==> src/rtl/hexload_writer.sv <==
// hexload_writer: parses a hex-file-format character stream and drives a synchronous memory write port.
// Define HEXLOAD_COMMENT_EN to accept `//` line comments in the stream.
module hexload_writer #(
  parameter int ADDR_W = 2,
  parameter int DATA_W = 8
) (
  input  logic              clk,
  input  logic              rst_n,
  input  logic              start,
  input  logic              in_valid,
  output logic              in_ready,
  input  logic [7:0]        in_char,
  input  logic              in_last,
  output logic              wr_en,
  output logic [ADDR_W-1:0] wr_addr,
  output logic [DATA_W-1:0] wr_data,
  output logic              busy,
  output logic              done,
  output logic              err,
  output logic [ADDR_W:0]   word_cnt
);
  localparam int DD = (DATA_W + 3) / 4;
  localparam int AD = (ADDR_W + 3) / 4;
  localparam int ACC_W = (DATA_W > 4 * AD) ? DATA_W : 4 * AD;
  localparam int CNT_W = $clog2(((DD > AD) ? DD : AD) + 2);

  typedef enum logic [2:0] {
    IDLE, GAP, DATA, ADDR, DONE, ERR
`ifdef HEXLOAD_COMMENT_EN
    , SLASH, COMMENT
`endif
  } state_t;

  state_t            state_q, state_d;
  logic [ACC_W-1:0]  acc_q, acc_d, acc_sh;
  logic [CNT_W-1:0]  cnt_q, cnt_d;
  logic [ADDR_W:0]   addr_q, addr_d, word_cnt_q, word_cnt_d;
  logic              wr_en_q, wr_en_d;
  logic [ADDR_W-1:0] wr_addr_q, wr_addr_d;
  logic [DATA_W-1:0] wr_data_q, wr_data_d;
  logic              fire, is_num, is_lo, is_up, is_hex, is_ws, is_at, term, wr_req, wr_ok, bad_end;
  logic [3:0]        nib;
  state_t            sep_st;

  always_comb begin
    is_num = in_char >= 8'h30 && in_char <= 8'h39;
    is_lo  = in_char >= 8'h61 && in_char <= 8'h66;
    is_up  = in_char >= 8'h41 && in_char <= 8'h46;
    is_hex = is_num | is_lo | is_up;
    is_ws  = in_char == 8'h20 || in_char == 8'h09 || in_char == 8'h0d || in_char == 8'h0a;
    is_at  = in_char == 8'h40;
    nib    = is_num ? in_char[3:0] : in_char[3:0] + 4'd9;
    acc_sh = (acc_q << 4) | ACC_W'(nib);
`ifdef HEXLOAD_COMMENT_EN
    term   = is_ws | (in_char == 8'h2f);
    sep_st = (in_char == 8'h2f) ? SLASH : GAP;
`else
    term   = is_ws;
    sep_st = GAP;
`endif
  end

  assign busy     = !(state_q inside {IDLE, DONE, ERR});
  assign in_ready = busy;
  assign fire     = in_valid & in_ready;
  assign done     = state_q == DONE;
  assign err      = state_q == ERR;
  assign wr_en    = wr_en_q;
  assign wr_addr  = wr_addr_q;
  assign wr_data  = wr_data_q;
  assign word_cnt = word_cnt_q;

  always_comb begin
    state_d = state_q;
    acc_d   = acc_q;
    cnt_d   = cnt_q;
    addr_d  = addr_q;
    wr_req  = 1'b0;
    bad_end = 1'b0;
    if (start) begin
      state_d = GAP;
      acc_d   = '0;
      cnt_d   = '0;
      addr_d  = '0;
    end else if (fire) begin
      case (state_q)
        GAP: begin
          state_d = is_hex ? DATA : is_at ? ADDR : term ? sep_st : ERR;
          acc_d   = is_hex ? ACC_W'(nib) : '0;
          cnt_d   = CNT_W'(is_hex);
        end
        DATA: begin
          acc_d   = is_hex ? acc_sh : acc_q;
          cnt_d   = cnt_q + CNT_W'(is_hex);
          wr_req  = term;
          state_d = is_hex ? ((cnt_q == CNT_W'(DD)) ? ERR : DATA) : term ? sep_st : ERR;
        end
        ADDR: begin
          acc_d   = is_hex ? acc_sh : acc_q;
          cnt_d   = cnt_q + CNT_W'(is_hex);
          addr_d  = (term && cnt_q != '0) ? {1'b0, acc_q[ADDR_W-1:0]} : addr_q;
          state_d = is_hex ? ((cnt_q == CNT_W'(AD) || (acc_sh >> ADDR_W) != '0) ? ERR : ADDR)
                           : (term && cnt_q != '0) ? sep_st : ERR;
        end
`ifdef HEXLOAD_COMMENT_EN
        SLASH:   state_d = (in_char == 8'h2f) ? COMMENT : ERR;
        COMMENT: state_d = (in_char == 8'h0a) ? GAP : COMMENT;
`endif
        default: ;
      endcase
`ifdef HEXLOAD_COMMENT_EN
      bad_end = state_d == ADDR || state_d == SLASH;
`else
      bad_end = state_d == ADDR;
`endif
      // in_last closes whatever token is still open after this character
      if (in_last && state_d != ERR) begin
        wr_req  = wr_req | (state_d == DATA);
        state_d = bad_end ? ERR : DONE;
      end
      if (wr_req && addr_q[ADDR_W]) state_d = ERR;
    end
    wr_ok      = wr_req & ~addr_q[ADDR_W];
    addr_d     = wr_ok ? addr_q + (ADDR_W+1)'(1) : addr_d;
    word_cnt_d = start ? '0 : word_cnt_q + (ADDR_W+1)'(wr_ok);
    wr_en_d    = wr_ok;
    wr_addr_d  = wr_ok ? addr_q[ADDR_W-1:0] : wr_addr_q;
    wr_data_d  = wr_ok ? acc_d[DATA_W-1:0] : wr_data_q;
  end

  always_ff @(posedge clk or negedge rst_n) begin
    if (!rst_n) begin
      state_q    <= IDLE;
      acc_q      <= '0;
      cnt_q      <= '0;
      addr_q     <= '0;
      word_cnt_q <= '0;
      wr_en_q    <= 1'b0;
      wr_addr_q  <= '0;
      wr_data_q  <= '0;
    end else begin
      state_q    <= state_d;
      acc_q      <= acc_d;
      cnt_q      <= cnt_d;
      addr_q     <= addr_d;
      word_cnt_q <= word_cnt_d;
      wr_en_q    <= wr_en_d;
      wr_addr_q  <= wr_addr_d;
      wr_data_q  <= wr_data_d;
    end
  end
endmodule

==> config.mk <==
export PLATFORM = sky130hd
export DESIGN_NAME = hexload_writer
export DESIGN_NICKNAME = d
export VERILOG_FILES = /design/src/rtl/hexload_writer.sv
export SDC_FILE = /design/constraint.sdc
export NUM_CORES = 1
export LEC_CHECK = 0
export CAP_MARGIN = 20
export CORE_UTILIZATION = 30
export CTS_BUF_LIST = sky130_fd_sc_hd__clkbuf_8
export DETAILED_ROUTE_END_ITERATION = 10
export HOLD_SLACK_MARGIN = 0.08
export PLACE_DENSITY_LB_ADDON = 0.1
export REMOVE_ABC_BUFFERS = 1
export SLEW_MARGIN = 20
export SYNTH_ARGS = -nofsm -noshare
export SYNTH_HDL_FRONTEND = slang
export SYNTH_SLANG_ARGS = --single-unit
==> constraint.sdc <==
create_clock -name clk -period 5.3 [get_ports clk]
set_input_delay 0.53 -clock clk [delete_from_list [all_inputs] [get_ports clk]]
set_output_delay 0.53 -clock clk [all_outputs]
set_load 0.01 [all_outputs]
## After elaboration in Yosys (flattened, before gate mapping)

Cells that the tools add are included.

- $add $sub $neg: 4
- Order comparisons: 6
- Equality and inequality tests: 15
- Multiplexer cells: 39
- Bitwise gates (word level): 7
- Reductions and logical operators: 23

Operators with widths:

| operator | count |
|---|---|
| $mux W3 | 20 |
| $eq A8 B4 Y1 const B | 3 |
| $mux W8 | 3 |
| $ge A8 B7 Y1 const B | 2 |
| $le A8 B7 Y1 const B | 2 |
| $pmux W8 S2 | 1 |
| $reduce_bool A3 Y1 | 5 |
| $eq A3 B2 Y1 const B | 4 |
| $mux W1 | 9 |
| $pmux W3 S3 | 1 |
| $eq A8 B6 Y1 const B | 1 |
| $eq A8 B7 Y1 const B | 1 |
| $ge A8 B6 Y1 const B | 1 |
| $le A8 B6 Y1 const B | 1 |
| $mux W4 | 2 |
| $or A8 B4 Y8 | 1 |
| $reduce_bool A8 Y1 | 1 |
| $eq A3 B3 Y1 const B | 2 |
| $logic_and A1 B1 Y1 | 6 |
| $add A4 B4 Y4 const B | 1 |
| $logic_or A1 B1 Y1 | 4 |
| $mux W2 | 2 |
| $pmux W2 S2 | 1 |
| $reduce_bool A2 Y1 | 2 |
| other kinds (15) | 18 |

- Register bits after elaboration: 30
- Bits of input ports: 13
- Output and inout port bits: 18
- Word-level logic and storage cells: 102

## Longest topological paths before layout

- Depth after elaboration: 21
- Mapped depth: 15
- Depth with buffers taken out: 15

## Worst setup path before layout

OpenSTA, ideal clock, no wires.

- Path kind: in2reg
- Start point: input in_char[0]
- End point: register word_cnt_q[1] (netlist: word_cnt[1])
- Setup time: 0.132 ns
- Data arrival time: 2.694 ns
- Required time: 5.168 ns
- Slack: 2.473 ns
- Cell stages on the path: 14
- Path buffers: 0
- Path through: inv_1 ha_1 o21bai_1 a21o_1 o21a_2 inv_2 a21oi_1 o22ai_1 and3_1 a21oi_1 nor2_1 ha_1 ha_1 nor2b_1

- Longest elaborated chain between the ends: 21
- Elaborated cells between the ends (all ways): 50
- Classes of those cells: 2 x add/sub; 6 x order compare; 7 x eq/ne; 20 x mux; 5 x bitwise; 10 x reduce/logical

RTL lines:

| item | line | RTL |
|---|---|---|
| start, declared | 12 | `input logic [7:0] in_char,` |
| $ge A8 B6 Y1 or $le A8 B6 Y1 (tied branches) | 46 | `is_num = in_char >= 8'h30 && in_char <= 8'h39;` |
| $logic_and A1 B1 Y1 | 46 |  |
| $mux W4 | 52 | `nib = is_num ? in_char[3:0] : in_char[3:0] + 4'd9;` |
| $or A8 B4 Y8 | 53 | `acc_sh = (acc_q << 4) \| ACC_W'(nib);` |
| $reduce_bool A8 Y1 | 102 | `state_d = is_hex ? ((cnt_q == CNT_W'(AD) \|\| (acc_sh >> ADDR_W) != '0) ? ERR : ADDR)` |
| $logic_or A1 B1 Y1 | 102 |  |
| $mux W3 (2 in a row) | 102 |  |
| $pmux W3 S3 | 86 | `case (state_q)` |
| (+6 left out) | - |  |
| $mux W1 (*) | 80 | `if (start) begin` |
| $mux W1 (*) | 85 | `end else if (fire) begin` |
| $mux W1 (*) | 80 |  |
| $and A1 B1 Y1 (*) | 123 | `wr_ok = wr_req & ~addr_q[ADDR_W];` |
| via wr_en_d | 38 | `logic wr_en_q, wr_en_d;` |
| $add A3 B1 Y3 (*) | 125 | `word_cnt_d = start ? '0 : word_cnt_q + (ADDR_W+1)'(wr_ok);` |
| $mux W3 (*) | 125 |  |
| via word_cnt_d[1] | 37 | `logic [ADDR_W:0] addr_q, addr_d, word_cnt_q, word_cnt_d;` |
| end signal, assigned | 146 | `word_cnt_q <= word_cnt_d;` |
| end, declared | 37 |  |

Mark *: on every way through the listed nets, which the timed path passes. The rest lies on a longest branch. The select of a mux whose other input is x is not followed.
A chain may end at the register's enable or synchronous reset.

## Worst setup path after layout

Ends and elaborated chain as after synthesis.

==> results.md <==
* Top FF cell, synth: dfrtp_1
* Rel. slew slack at 0.366
* Synth cell types at 56
* H-tree depth at 2
* Period utilization at 0.646
* Hold WC Path Type: reg2reg
* Ports at 31
* Mux share of post-synthesis cell area at 0.0889
* Vias in the first global route at 1582
* Cells after Synth at 195
* Gr ovfl total at 0
* Power Density at 229 nW/µm²
* Routed Antenna Nets at 0
* Worst EP arrival at 3.55 ns
* # resized after CTS at 0
* FF-to-FF End: word_cnt[1]
* Buf+Inv Stages, Crit Path at 3
* Mean Syn Cell Area at 9.81 µm²
* Worst-path maximum fanout at 7
* Cts hold-fix bufs at 0
* Max cap viols at 0
* Skew-Pair Late Insertion Delay at 0.29 ns
* Diode count at 0
* Most frequent cell after synthesis: nor2_1
* Setup bufs post-CTS at 0
* CP Class: in2reg
* Max clock buf depth at 2
* CTS clk-pin slew, worst paths at 0.07 ns
* Critical-path cell list: clkdlybuf4s50_1 -> inv_1 -> ha_1 -> o21bai_1 -> a21o_1 -> o21a_2 -> inv_2 -> a21oi_1 -> o22ai_1 -> and3_1 -> a21oi_1 -> nor2_1 -> ha_1 -> ha_1 -> nor2b_1
* Drt total wl at 4.43 mm
* DR pass1 iterations at 4
* Die area at 6700 µm²
* Clk_skew at 0.0115 ns
* Clock Sinks at 30
* Share of cells above drive strength 1 at 0.136
* Most used cell, CP: ha_1
* RSZ-0062 raised after global routing: false
* Count of buffers from port buffering at 30
* Worst slew pin tran at 0.947 ns
* Antenna violations before repair at 0
* Yosys warns at 0
* Synth Area in Adders at 0.0523
* Routed len/inst at 14.6 µm
* First-pass GRT wire length at 7.69 mm
* Via count at 1542
* Initial Utilization at 0.317
* Top cells by count, synth: nor2_1 (33), dfrtp_1 (30), a21oi_1 (12), nand2_1 (12), mux2_4 (10)
* FF-to-FF path depth at 11
* Worst Path Required at 5.43 ns
* Slack of the worst reg-to-reg path at 2.37 ns
* Max-slew violations at 0
* Hold Path Depth at 1
* Main combinational cell family by area after synthesis: compound AO/OA/AOI/OAI gates
* TritonCTS buffer count at 5
* Dpl hpwl at 3.14 mm
* Max VDD drop at 0.000137 V
* CP Launch Type: input port
* Rows at 28
* Synth top area cells: dfrtp_1 (39%), mux2_4 (7.8%), nor2_1 (6.5%)
* Hold Path Sink: wr_addr[1]
* #FFs+latches synth at 30
* Worst setup EP type: flip-flop
* DRC at 0
* Asr flop ratio synth at 1.00
* Final Hold Viols at 0
* Total Nets Final at 248
* CTS tree: yes
* Area leader, netlist: dfrtp_1
* Sum of negative setup slack at 0 ns
* Number of flops mapped to enable cells by yosys at 0
* Final count of negative-setup-slack endpoints at 0
* Die Y at 81.9 µm
* Post-Synth XOR/XNOR Area at 0.00916
* Slowest CP cell: clkdlybuf4s50_1
* Final Instance Area at 2370 µm²
* Worst Hold Launch: wr_addr[1]
* Area of the core at 6030 µm²
* Placed Area at 2280 µm²
* Launch point of the worst path: in_char[0]
* Part of the Yosys area used for sequential elements at 0.392
* P_leak at 0.00105 µW
* Simple-Gate Fraction of Synth Area at 0.199
* Placer Congestion at 0.790
* Initial drt markers at 122
* Fmax at 0.292 GHz
* Proportion of netlist area held by the largest area contributor at 0.392
* Synthesized cell area at 1910 µm²
* Compound-gate portion of the synthesized area at 0.214
* Crit-path leading delay family: compound AO/OA/AOI/OAI gates
* Area growth syn-to-layout at 24.1%
* Worst reg2reg startpoint: state_q[1]
* Total GRT Usage at 0.151
* DIE WIDTH at 81.9 µm
* DR vias/cell at 5.09
* Status: finished clean
* Final worst path period need at 3.42 ns
* Largest stage delay, worst path at 0.52 ns
* Clock root cell: clkbuf_8
* Largest net degree at the start of global routing at 31
[report_power, final]
group / internal [µW] / total [µW] / leakage, µW / switching, µW
logic: 48.0 / 106 / 0.000587 / 57.8
clock network: 104 / 199 / 0.0000472 / 94.9
registers: 232 / 240 / 0.000413 / 7.68
[worst reg2reg max path: cells and delay by family, from the launching register on]
| family | cells | cell delay (ns) |
|---|---|---|
| AOI/OAI and AO/OA | 6 | 1.10 |
| DFF | 1 | 0.64 |
| and+or+nand+nor | 3 | 0.52 |
| adders and majority gates | 2 | 0.49 |
[cell usage in the layout, fill, tap and decap left out, types with 2 or more instances in the layout]
cell type         n
nand2_1          12
nor2_1           33
ha_1              8
a21oi_1          12
nor3b_1           3
clkdlybuf4s50_1  30
o21ai_0           6
dfrtp_1          30
o21ai_1           3
xnor2_1           2
a22oi_1           9
nor3_1            3
and3_1            2
o21bai_1          2
nor2b_1           4
mux2i_1           2
inv_1             6
a211oi_1          3
nand2b_1          2
clkbuf_8          6
mux2_4           10
a31oi_1           2
o21a_1            3
a21o_1            3
[cells by family (layout without fill, tap and decap cells)]
| kind of cell | count (synthesis) | after routing |
|---|---|---|
| and+or+nand+nor | 72 | 72 |
| AOI/OAI and AO/OA | 56 | 56 |
| DFF | 30 | 30 |
| buffers and inverters | 15 | 48 |
| muxes | 12 | 12 |
| adders and majority gates | 8 | 8 |
| xor gates and xnor gates | 2 | 2 |
[worst max path at each step]
stage                              to  depth (start not counted)
final                     word_cnt[1]                         15
after global routing      word_cnt[2]                         16
after CTS                 word_cnt[1]                         14
after detailed placement  word_cnt[1]                         15
after global placement    word_cnt[2]                         16
after floorplan           word_cnt[1]                         14
[stage by stage]
step	std cells	util	total power (µW)	setup slack, ns	hold WS, ns
6_report	303	0.394	545	1.88	0.510
5_1_grt	303	0.394	573	1.59	0.528
3_3_place_gp	295	0.378	351	1.65	0.494
4_1_cts	303	0.394	549	1.84	0.513
3_5_place_dp	295	0.378	350	1.56	0.491
2_1_floorplan	189	-	304	2.51	0.234
[layout make-up]
type | count | area, µm²
inverter | 9 | 50.0
multi-input combinational | 150 | 1080
timing repair buffer | 31 | 308
clock inverter | 2 | 12.5
tap | 75 | 93.8
clock buffer | 6 | 82.6
sequential | 30 | 751
fill | 612 | 3650
[sequential cells by signal, indices dropped and copies added, names as in the netlist]
signal    count
acc_q         8
cnt_q         2
state_q       3
word_cnt      3
wr_en         1
addr_q        3
wr_addr       2
wr_data       8
[per-layer routing]
layer	share of wire	up-vias	GRT usage
met4	0.0079	0	0.0368
met3	0.035	5	0.0322
met1	0.49	749	0.201
met5	0	-	0
met2	0.47	24	0.247
li1	-	764	-
(Power assumes the default switching activity.)
